**src/rtl/note_player_pkg.sv**
```systemverilog
// Shared types and constants for the note player: FSM encoding, field widths
// and the latched note command payload.
package note_player_pkg;

   localparam int unsigned NOTE_W     = 6;
   localparam int unsigned DUR_W      = 6;
   localparam int unsigned STEP_W_DEF = 20;

   localparam logic [NOTE_W-1:0] REST_NOTE = '0;

   typedef enum logic [1:0] {
      ST_IDLE = 2'd0,
      ST_LOAD = 2'd1,
      ST_PLAY = 2'd2,
      ST_WAIT = 2'd3
   } state_t;

   typedef struct packed {
      logic [NOTE_W-1:0] note;
      logic [DUR_W-1:0]  duration;
   } note_cmd_t;

endpackage

```
**src/rtl/note_player_if.sv**
```systemverilog
// Song-reader <-> note-player link: note stream and timing in, step/handshake out.
interface note_player_if
   import note_player_pkg::*;
#(
   parameter int unsigned STEP_W = STEP_W_DEF
);

   logic              play;
   logic [NOTE_W-1:0] note;
   logic [DUR_W-1:0]  duration;
   logic              new_note;
   logic              beat;
   logic [STEP_W-1:0] step_size;
   logic              note_done;
   logic              busy;

   modport master (
      output play, note, duration, new_note, beat,
      input  step_size, note_done, busy
   );

   modport slave (
      input  play, note, duration, new_note, beat,
      output step_size, note_done, busy
   );

endinterface

```
**src/rtl/note_player_frequency_rom.sv**
```systemverilog
// Note index -> phase step lookup, equal temperament with A4 (note 49) = 9200.
// Notes are A-based octaves: note 1 = A0; higher octaves are exact doublings.
module note_player_frequency_rom
   import note_player_pkg::*;
#(
   parameter int unsigned STEP_W = STEP_W_DEF
) (
   input  logic [NOTE_W-1:0] note,
   output logic [STEP_W-1:0] step
);

   // Octave-5 steps (A5..G#5); lower octaves are right shifts of these.
   function automatic logic [15:0] top_octave(input logic [3:0] semi);
      logic [15:0] val;
      case (semi)
         4'd0:    val = 16'd18400;
         4'd1:    val = 16'd19494;
         4'd2:    val = 16'd20653;
         4'd3:    val = 16'd21881;
         4'd4:    val = 16'd23183;
         4'd5:    val = 16'd24561;
         4'd6:    val = 16'd26022;
         4'd7:    val = 16'd27569;
         4'd8:    val = 16'd29208;
         4'd9:    val = 16'd30945;
         4'd10:   val = 16'd32785;
         4'd11:   val = 16'd34735;
         default: val = 16'd0;
      endcase
      return val;
   endfunction

   logic [NOTE_W-1:0] idx;
   logic [3:0]        semi;
   logic [2:0]        oct;

   always_comb begin
      idx  = note - NOTE_W'(1);
      semi = 4'(idx);
      oct  = 3'd0;
      for (int o = 1; o < 6; o++) begin
         if (idx >= NOTE_W'(12 * o)) begin
            semi = 4'(idx - NOTE_W'(12 * o));
            oct  = 3'(o);
         end
      end
      step = (note == REST_NOTE) ? '0 : STEP_W'(top_octave(semi) >> (3'd5 - oct));
   end

endmodule

```
**src/rtl/note_player.sv**
```systemverilog
// Holds each note from the song reader for its duration in beats, driving the
// phase step while sounding and pulsing note_done when the duration expires.
module note_player
   import note_player_pkg::*;
#(
   parameter int unsigned LOAD_DELAY = 2,
   parameter int unsigned STEP_W     = STEP_W_DEF
) (
   input  logic          clk,
   input  logic          reset,
   note_player_if.slave  bus
);

   localparam int unsigned      LCNT_W    = (LOAD_DELAY > 1) ? $clog2(LOAD_DELAY) : 1;
   localparam logic [LCNT_W-1:0] LOAD_LAST = LCNT_W'(LOAD_DELAY - 1);

   state_t            state_q, state_d;
   logic [LCNT_W-1:0] lcnt_q, lcnt_d;
   logic [DUR_W-1:0]  bcnt_q, bcnt_d;
   note_cmd_t         cmd_q, cmd_d;
   logic [STEP_W-1:0] step_q, step_d;
   logic              done_q, done_d;
   logic              busy_q, busy_d;
   logic [STEP_W-1:0] rom_step;

   logic load_last;
   logic play_end;

   note_player_frequency_rom #(.STEP_W(STEP_W)) u_rom (
      .note (cmd_q.note),
      .step (rom_step)
   );

   assign load_last = (lcnt_q == LOAD_LAST);
   // Zero-length notes end immediately; otherwise end on the final counted beat.
   assign play_end  = (cmd_q.duration == '0) ||
                      (bus.play && bus.beat && ((bcnt_q + DUR_W'(1)) == cmd_q.duration));

   // State register
   always_ff @(posedge clk or negedge reset) begin
      if (!reset) state_q <= ST_IDLE;
      else        state_q <= state_d;
   end

   // Next-state logic
   always_comb begin
      state_d = state_q;
      case (state_q)
         ST_IDLE: if (bus.play) state_d = ST_LOAD;
         ST_LOAD: if (!bus.new_note && load_last) state_d = ST_PLAY;
         ST_PLAY: begin
            if (bus.new_note)  state_d = ST_LOAD;
            else if (play_end) state_d = ST_WAIT;
         end
         ST_WAIT: begin
            if (bus.new_note)  state_d = ST_LOAD;
            else if (!bus.play) state_d = ST_IDLE;
         end
         default: state_d = ST_IDLE;
      endcase
   end

   // Datapath and output next values; new_note aborts any load or note in flight
   always_comb begin
      lcnt_d = '0;
      bcnt_d = bcnt_q;
      cmd_d  = cmd_q;
      step_d = '0;
      done_d = 1'b0;
      busy_d = (state_d == ST_LOAD) || (state_d == ST_PLAY);

      if (state_q == ST_LOAD && !bus.new_note) begin
         lcnt_d = lcnt_q + LCNT_W'(1);
         if (load_last) begin
            lcnt_d         = '0;
            cmd_d.note     = bus.note;
            cmd_d.duration = bus.duration;
            bcnt_d         = '0;
         end
      end

      if (state_q == ST_PLAY && !bus.new_note) begin
         if (bus.play && bus.beat) bcnt_d = bcnt_q + DUR_W'(1);
         done_d = play_end;
      end

      if (state_q == ST_PLAY && bus.play) step_d = rom_step;
   end

   always_ff @(posedge clk or negedge reset) begin
      if (!reset) begin
         lcnt_q <= '0;
         bcnt_q <= '0;
         cmd_q  <= '0;
         step_q <= '0;
         done_q <= 1'b0;
         busy_q <= 1'b0;
      end else begin
         lcnt_q <= lcnt_d;
         bcnt_q <= bcnt_d;
         cmd_q  <= cmd_d;
         step_q <= step_d;
         done_q <= done_d;
         busy_q <= busy_d;
      end
   end

   assign bus.step_size = step_q;
   assign bus.note_done = done_q;
   assign bus.busy      = busy_q;

endmodule
```
**src/flat_wrapper.sv**
```systemverilog
// flat-port wrapper written by rule: the top's interface ports become plain ports
module note_player_flat import note_player_pkg::*;
#(
   parameter int unsigned LOAD_DELAY = 2,
   parameter int unsigned STEP_W     = STEP_W_DEF
)
  (clk, reset, bus_play, bus_note, bus_duration, bus_new_note, bus_beat, bus_step_size, bus_note_done, bus_busy);
  note_player_if #(.STEP_W(STEP_W)) bus_i ();
  input  logic clk;
  input  logic reset;
  input wire logic [$bits(bus_i.play)-1:0] bus_play;
  input wire logic [$bits(bus_i.note)-1:0] bus_note;
  input wire logic [$bits(bus_i.duration)-1:0] bus_duration;
  input wire logic [$bits(bus_i.new_note)-1:0] bus_new_note;
  input wire logic [$bits(bus_i.beat)-1:0] bus_beat;
  output wire logic [$bits(bus_i.step_size)-1:0] bus_step_size;
  output wire logic [$bits(bus_i.note_done)-1:0] bus_note_done;
  output wire logic [$bits(bus_i.busy)-1:0] bus_busy;
  assign bus_i.play = bus_play;
  assign bus_i.note = bus_note;
  assign bus_i.duration = bus_duration;
  assign bus_i.new_note = bus_new_note;
  assign bus_i.beat = bus_beat;
  assign bus_step_size = bus_i.step_size;
  assign bus_note_done = bus_i.note_done;
  assign bus_busy = bus_i.busy;
  note_player #(.LOAD_DELAY(LOAD_DELAY), .STEP_W(STEP_W)) u_core (.clk(clk), .reset(reset), .bus(bus_i));
endmodule
```
**config.mk**
```make
export PLATFORM = sky130hd
export DESIGN_NAME = note_player_flat
export DESIGN_NICKNAME = d
export VERILOG_FILES = /design/src/rtl/note_player_pkg.sv /design/src/rtl/note_player_if.sv /design/src/rtl/note_player_frequency_rom.sv /design/src/rtl/note_player.sv /design/src/flat_wrapper.sv
export SDC_FILE = /design/constraint.sdc
export NUM_CORES = 1
export LEC_CHECK = 0
export BUFFER_PORTS_ARGS = -buffer_cell sky130_fd_sc_hd__buf_4
export CORE_ASPECT_RATIO = 2
export CORE_MARGIN = 4
export CORE_UTILIZATION = 45
export DETAILED_ROUTE_END_ITERATION = 10
export PLACE_DENSITY = 0.69
export SYNTH_ARGS = -nofsm -noshare
export SYNTH_HDL_FRONTEND = slang
export SYNTH_SLANG_ARGS = --single-unit
```
**constraint.sdc**
```tcl
create_clock -name clk -period 4.15 [get_ports clk]
set_input_delay 0.83 -clock clk [delete_from_list [all_inputs] [get_ports clk]]
set_output_delay 0.83 -clock clk [all_outputs]
set_load 0.03 [all_outputs]
```
==> run_results.csv <==
group,metric,value,unit
clock_network,cts_setup_buffers,0,
floorplan,fp-row-count,45,
logic_synthesis,synthFlopType,"dfrtp_1",
grt,grt_pass1_wl,17720,um
setup_path,cpPeakStageDelay,0.46,ns
grt,grt_max_degree,40,
status,status,"finished, final reports clean",
flow_run,drv_cap,0,
route,wl,11070,um
logic_synthesis,synth_edf_count,0,
cells_and_area,finish.net_count,493,
timing,slew_headroom,48.64,%
hold_path,hp-class,"reg -> reg",
setup_path,crit_slowest_cell,"dfrtp_1",
floorplan,start_util,46.19,%
logic_synthesis,ys_seq_area_share,27.80,%
grt,antenna_found_initial,0,
setup_path,cp.required,4.32,ns
timing,rsz0062_at_grt,"false",
grt,first_global_vias,3727,
floorplan,die_area,9365,um2
cells_and_area,synthToLayoutAreaGrowth,18.07,%
timing,fin_crit_sh,94.37,%
setup_path,path_delay_family,"simple AND/OR/NAND/NOR gates",
route,ant_nets,0,
setup_path,reg2reg_depth,17,
setup_path,cp_num_buf_inv,3,
floorplan,ioPinCount,39,
cells_and_area,diodes,0,
logic_synthesis,synth.largest_area_cell,"dfrtp_1",
floorplan,die_x,70.46,um
floorplan,core,7601,um2
setup_path,critPathMaxFanout,10,
setup_path,timing.critical_path.mode_cell,"ha_1",
hold_path,hold_depth,1,
grt,grt-ovfl-total,0,
logic_synthesis,synth_top_cell_area_share,27.80,%
placement,gp_congestion,1.006,
route,dr.pass1.iters,5,
clock_network,htree_levels,2,
logic_synthesis,ys_async_sr_fraction,100.0,%
clock_network,clock-sinks,39,
route,drc,0,
placement,dpl.hpwl,8650,um
setup_path,cp.depth,17,
logic_synthesis,netlist_area,3511,um2
timing,hold_viol,0,
setup_path,path_cells,"inv_1 -> ha_1 -> xor2_2 -> clkinv_2 -> ha_1 -> nand2_1 -> nand3_2 -> or4b_4 -> nand2_4 -> nor3_4 -> buf_4 -> nor2_1 -> ha_1 -> mux2i_1 -> o2bb2ai_1 -> o32ai_1 -> a311oi_1",
logic_synthesis,ys_seq_elements,39,
setup_path,critPathCaptureType,"register",
logic_synthesis,synthCells,422,
logic_synthesis,yosysUniqueCellTypes,80,
timing,setup_viol,0,
clock_network,cts-resized-gates,0,
timing,worst_slew_pin_slew,0.7608,ns
hold_path,min-delay-start,"u_core.lcnt_q$_DFF_PN0_",
timing,max_freq,0.2553,GHz
logic_synthesis,synth_warnings,0,
placement,placed_area,3961,um2
clock_network,root_buffer,"clkbuf_16",
setup_path,worstSetupStartpoint,"u_core.cmd_q[7]$_DFFE_PN0P_",
logic_synthesis,synth_common_cells,"41 x nor2_1, 39 x dfrtp_1, 37 x nand2_1",
logic_synthesis,synth.most_common_cell,"nor2_1",
cells_and_area,drive_gt1_share,24.03,%
timing,final.min_clock_period,3.916,ns
floorplan,die_height,132.9,um
clock_network,postCtsHoldBufs,0,
logic_synthesis,syn_avg_cell_area,8.320,um2
clock_network,cts_tree,"built",
timing,hold_slack,0.4521,ns
route,routedWlPerCell,19.76,um
clock_network,clk_latency,0.28,ns
clock_network,cts_buffers,5,
logic_synthesis,synth_area_leaders,"dfrtp_1 28%, nor2_1 4.4%, nand2_1 4.0%, ha_1 3.9%, o21ai_0 3.7%",
route,vias_per_cell,6.559,
timing,setup_tns,0,ns
setup_path,cp_data_arrival_time,4.08,ns
cells_and_area,finalInstanceArea,4145,um2
route,drt_iter0_markers,207,
route,vias,3673,
setup_path,reg2reg_from,"u_core.cmd_q[7]$_DFFE_PN0P_",
setup_path,path_class,"reg -> reg",
clock_network,clk_pin_slew,0.06,ns
placement,portBuffers,34,
clock_network,cts_max_path_buffers,2,
setup_path,critPathLaunchType,"register",
timing,final.setup_skew,0.01155,ns
grt,track_usage,23.69,%
timing,drv_slew,0,
[metal layers]
| layer | track usage, % | vias up | wire length (um) |
|---|---|---|---|
| met5 | 0 | - | 0 |
| met4 | 20.68 | 0 | 900 |
| met3 | 2.738 | 75 | 587 |
| met2 | 43.27 | 181 | 5920 |
| met1 | 22.32 | 1744 | 3660 |
| li1 | - | 1673 | - |
[cell type report]
type                            instances  area [um2]
Fill cell                             719        3456
Multi-Input combinational cell        344        2366
Sequential cell                        39       975.9
Timing Repair Buffer                   60       454.2
Clock buffer                            6       138.9
Tap cell                               94       117.6
Inverter                               15       57.56
Clock inverter                          2       35.03
[cell usage in the layout, fill, tap and decap left out, types with 4 or more instances in the layout]
cell type | netlist | layout
clkbuf_16 | 0 | 5
a31oi_1 | 6 | 6
o22ai_1 | 4 | 4
o221ai_1 | 6 | 6
conb_1 | 1 | 4
ha_1 | 11 | 11
nor4_1 | 6 | 6
nor2_1 | 41 | 41
mux2i_1 | 8 | 8
mux2_2 | 10 | 10
nand2_1 | 37 | 37
xnor2_1 | 5 | 5
o21ai_0 | 26 | 26
nor3_1 | 15 | 15
nand3_1 | 16 | 16
and3_1 | 4 | 4
inv_1 | 12 | 12
xor2_1 | 7 | 6
o2111ai_1 | 4 | 4
buf_4 | 5 | 59
a21oi_1 | 24 | 24
a211oi_1 | 6 | 6
dfrtp_1 | 39 | 39
o211ai_1 | 8 | 8
and2_1 | 7 | 7
[sequential cells by signal (all words and copies together) (netlist names)]
signal / count
u_core.bus.step_size: 16
u_core.cmd_q: 12
u_core.bcnt_q: 6
u_core.state_q: 2
u_core.bus.busy: 1
u_core.bus.note_done: 1
u_core.lcnt_q: 1
[cells by family after synthesis]
kind of cell             Yosys count  synth area share, %
buffers and inverters             42                5.702
AND/OR/NAND/NOR                  158                23.77
XOR/XNOR                          12                2.994
multiplexers                      18                5.488
adder cells (fa/ha/maj)           11                3.920
other                              1               0.1068
AO/OA/AOI/OAI                    141                30.22
flip-flops                        39                27.80
[worst paths after layout]
kind	slack (ns)	to
hold reg to reg	0.45	u_core.lcnt_q$_DFF_PN0_
hold / removal	0.45	u_core.lcnt_q$_DFF_PN0_
max in group asynchronous	3.30	u_core.bus.step_size[14]$_DFF_PN0_
min in group asynchronous	0.50	u_core.cmd_q[3]$_DFFE_PN0P_
setup reg to reg	0.23	u_core.bus.step_size[8]$_DFF_PN0_
setup / recovery	0.23	u_core.bus.step_size[8]$_DFF_PN0_
[metrics by stage]
step	setup WS (ns)	instances	util, %
2_1_floorplan	0.03214	425	-
3_3_place_gp	0.3458	552	52.12
3_5_place_dp	0.2669	552	52.12
4_1_cts	0.2366	560	54.40
5_1_grt	0.04559	560	54.54
6_report	0.2337	560	54.54
Power is not shown: default switching activity piles up to over one toggle a cycle in this logic, so the estimate is an artifact.
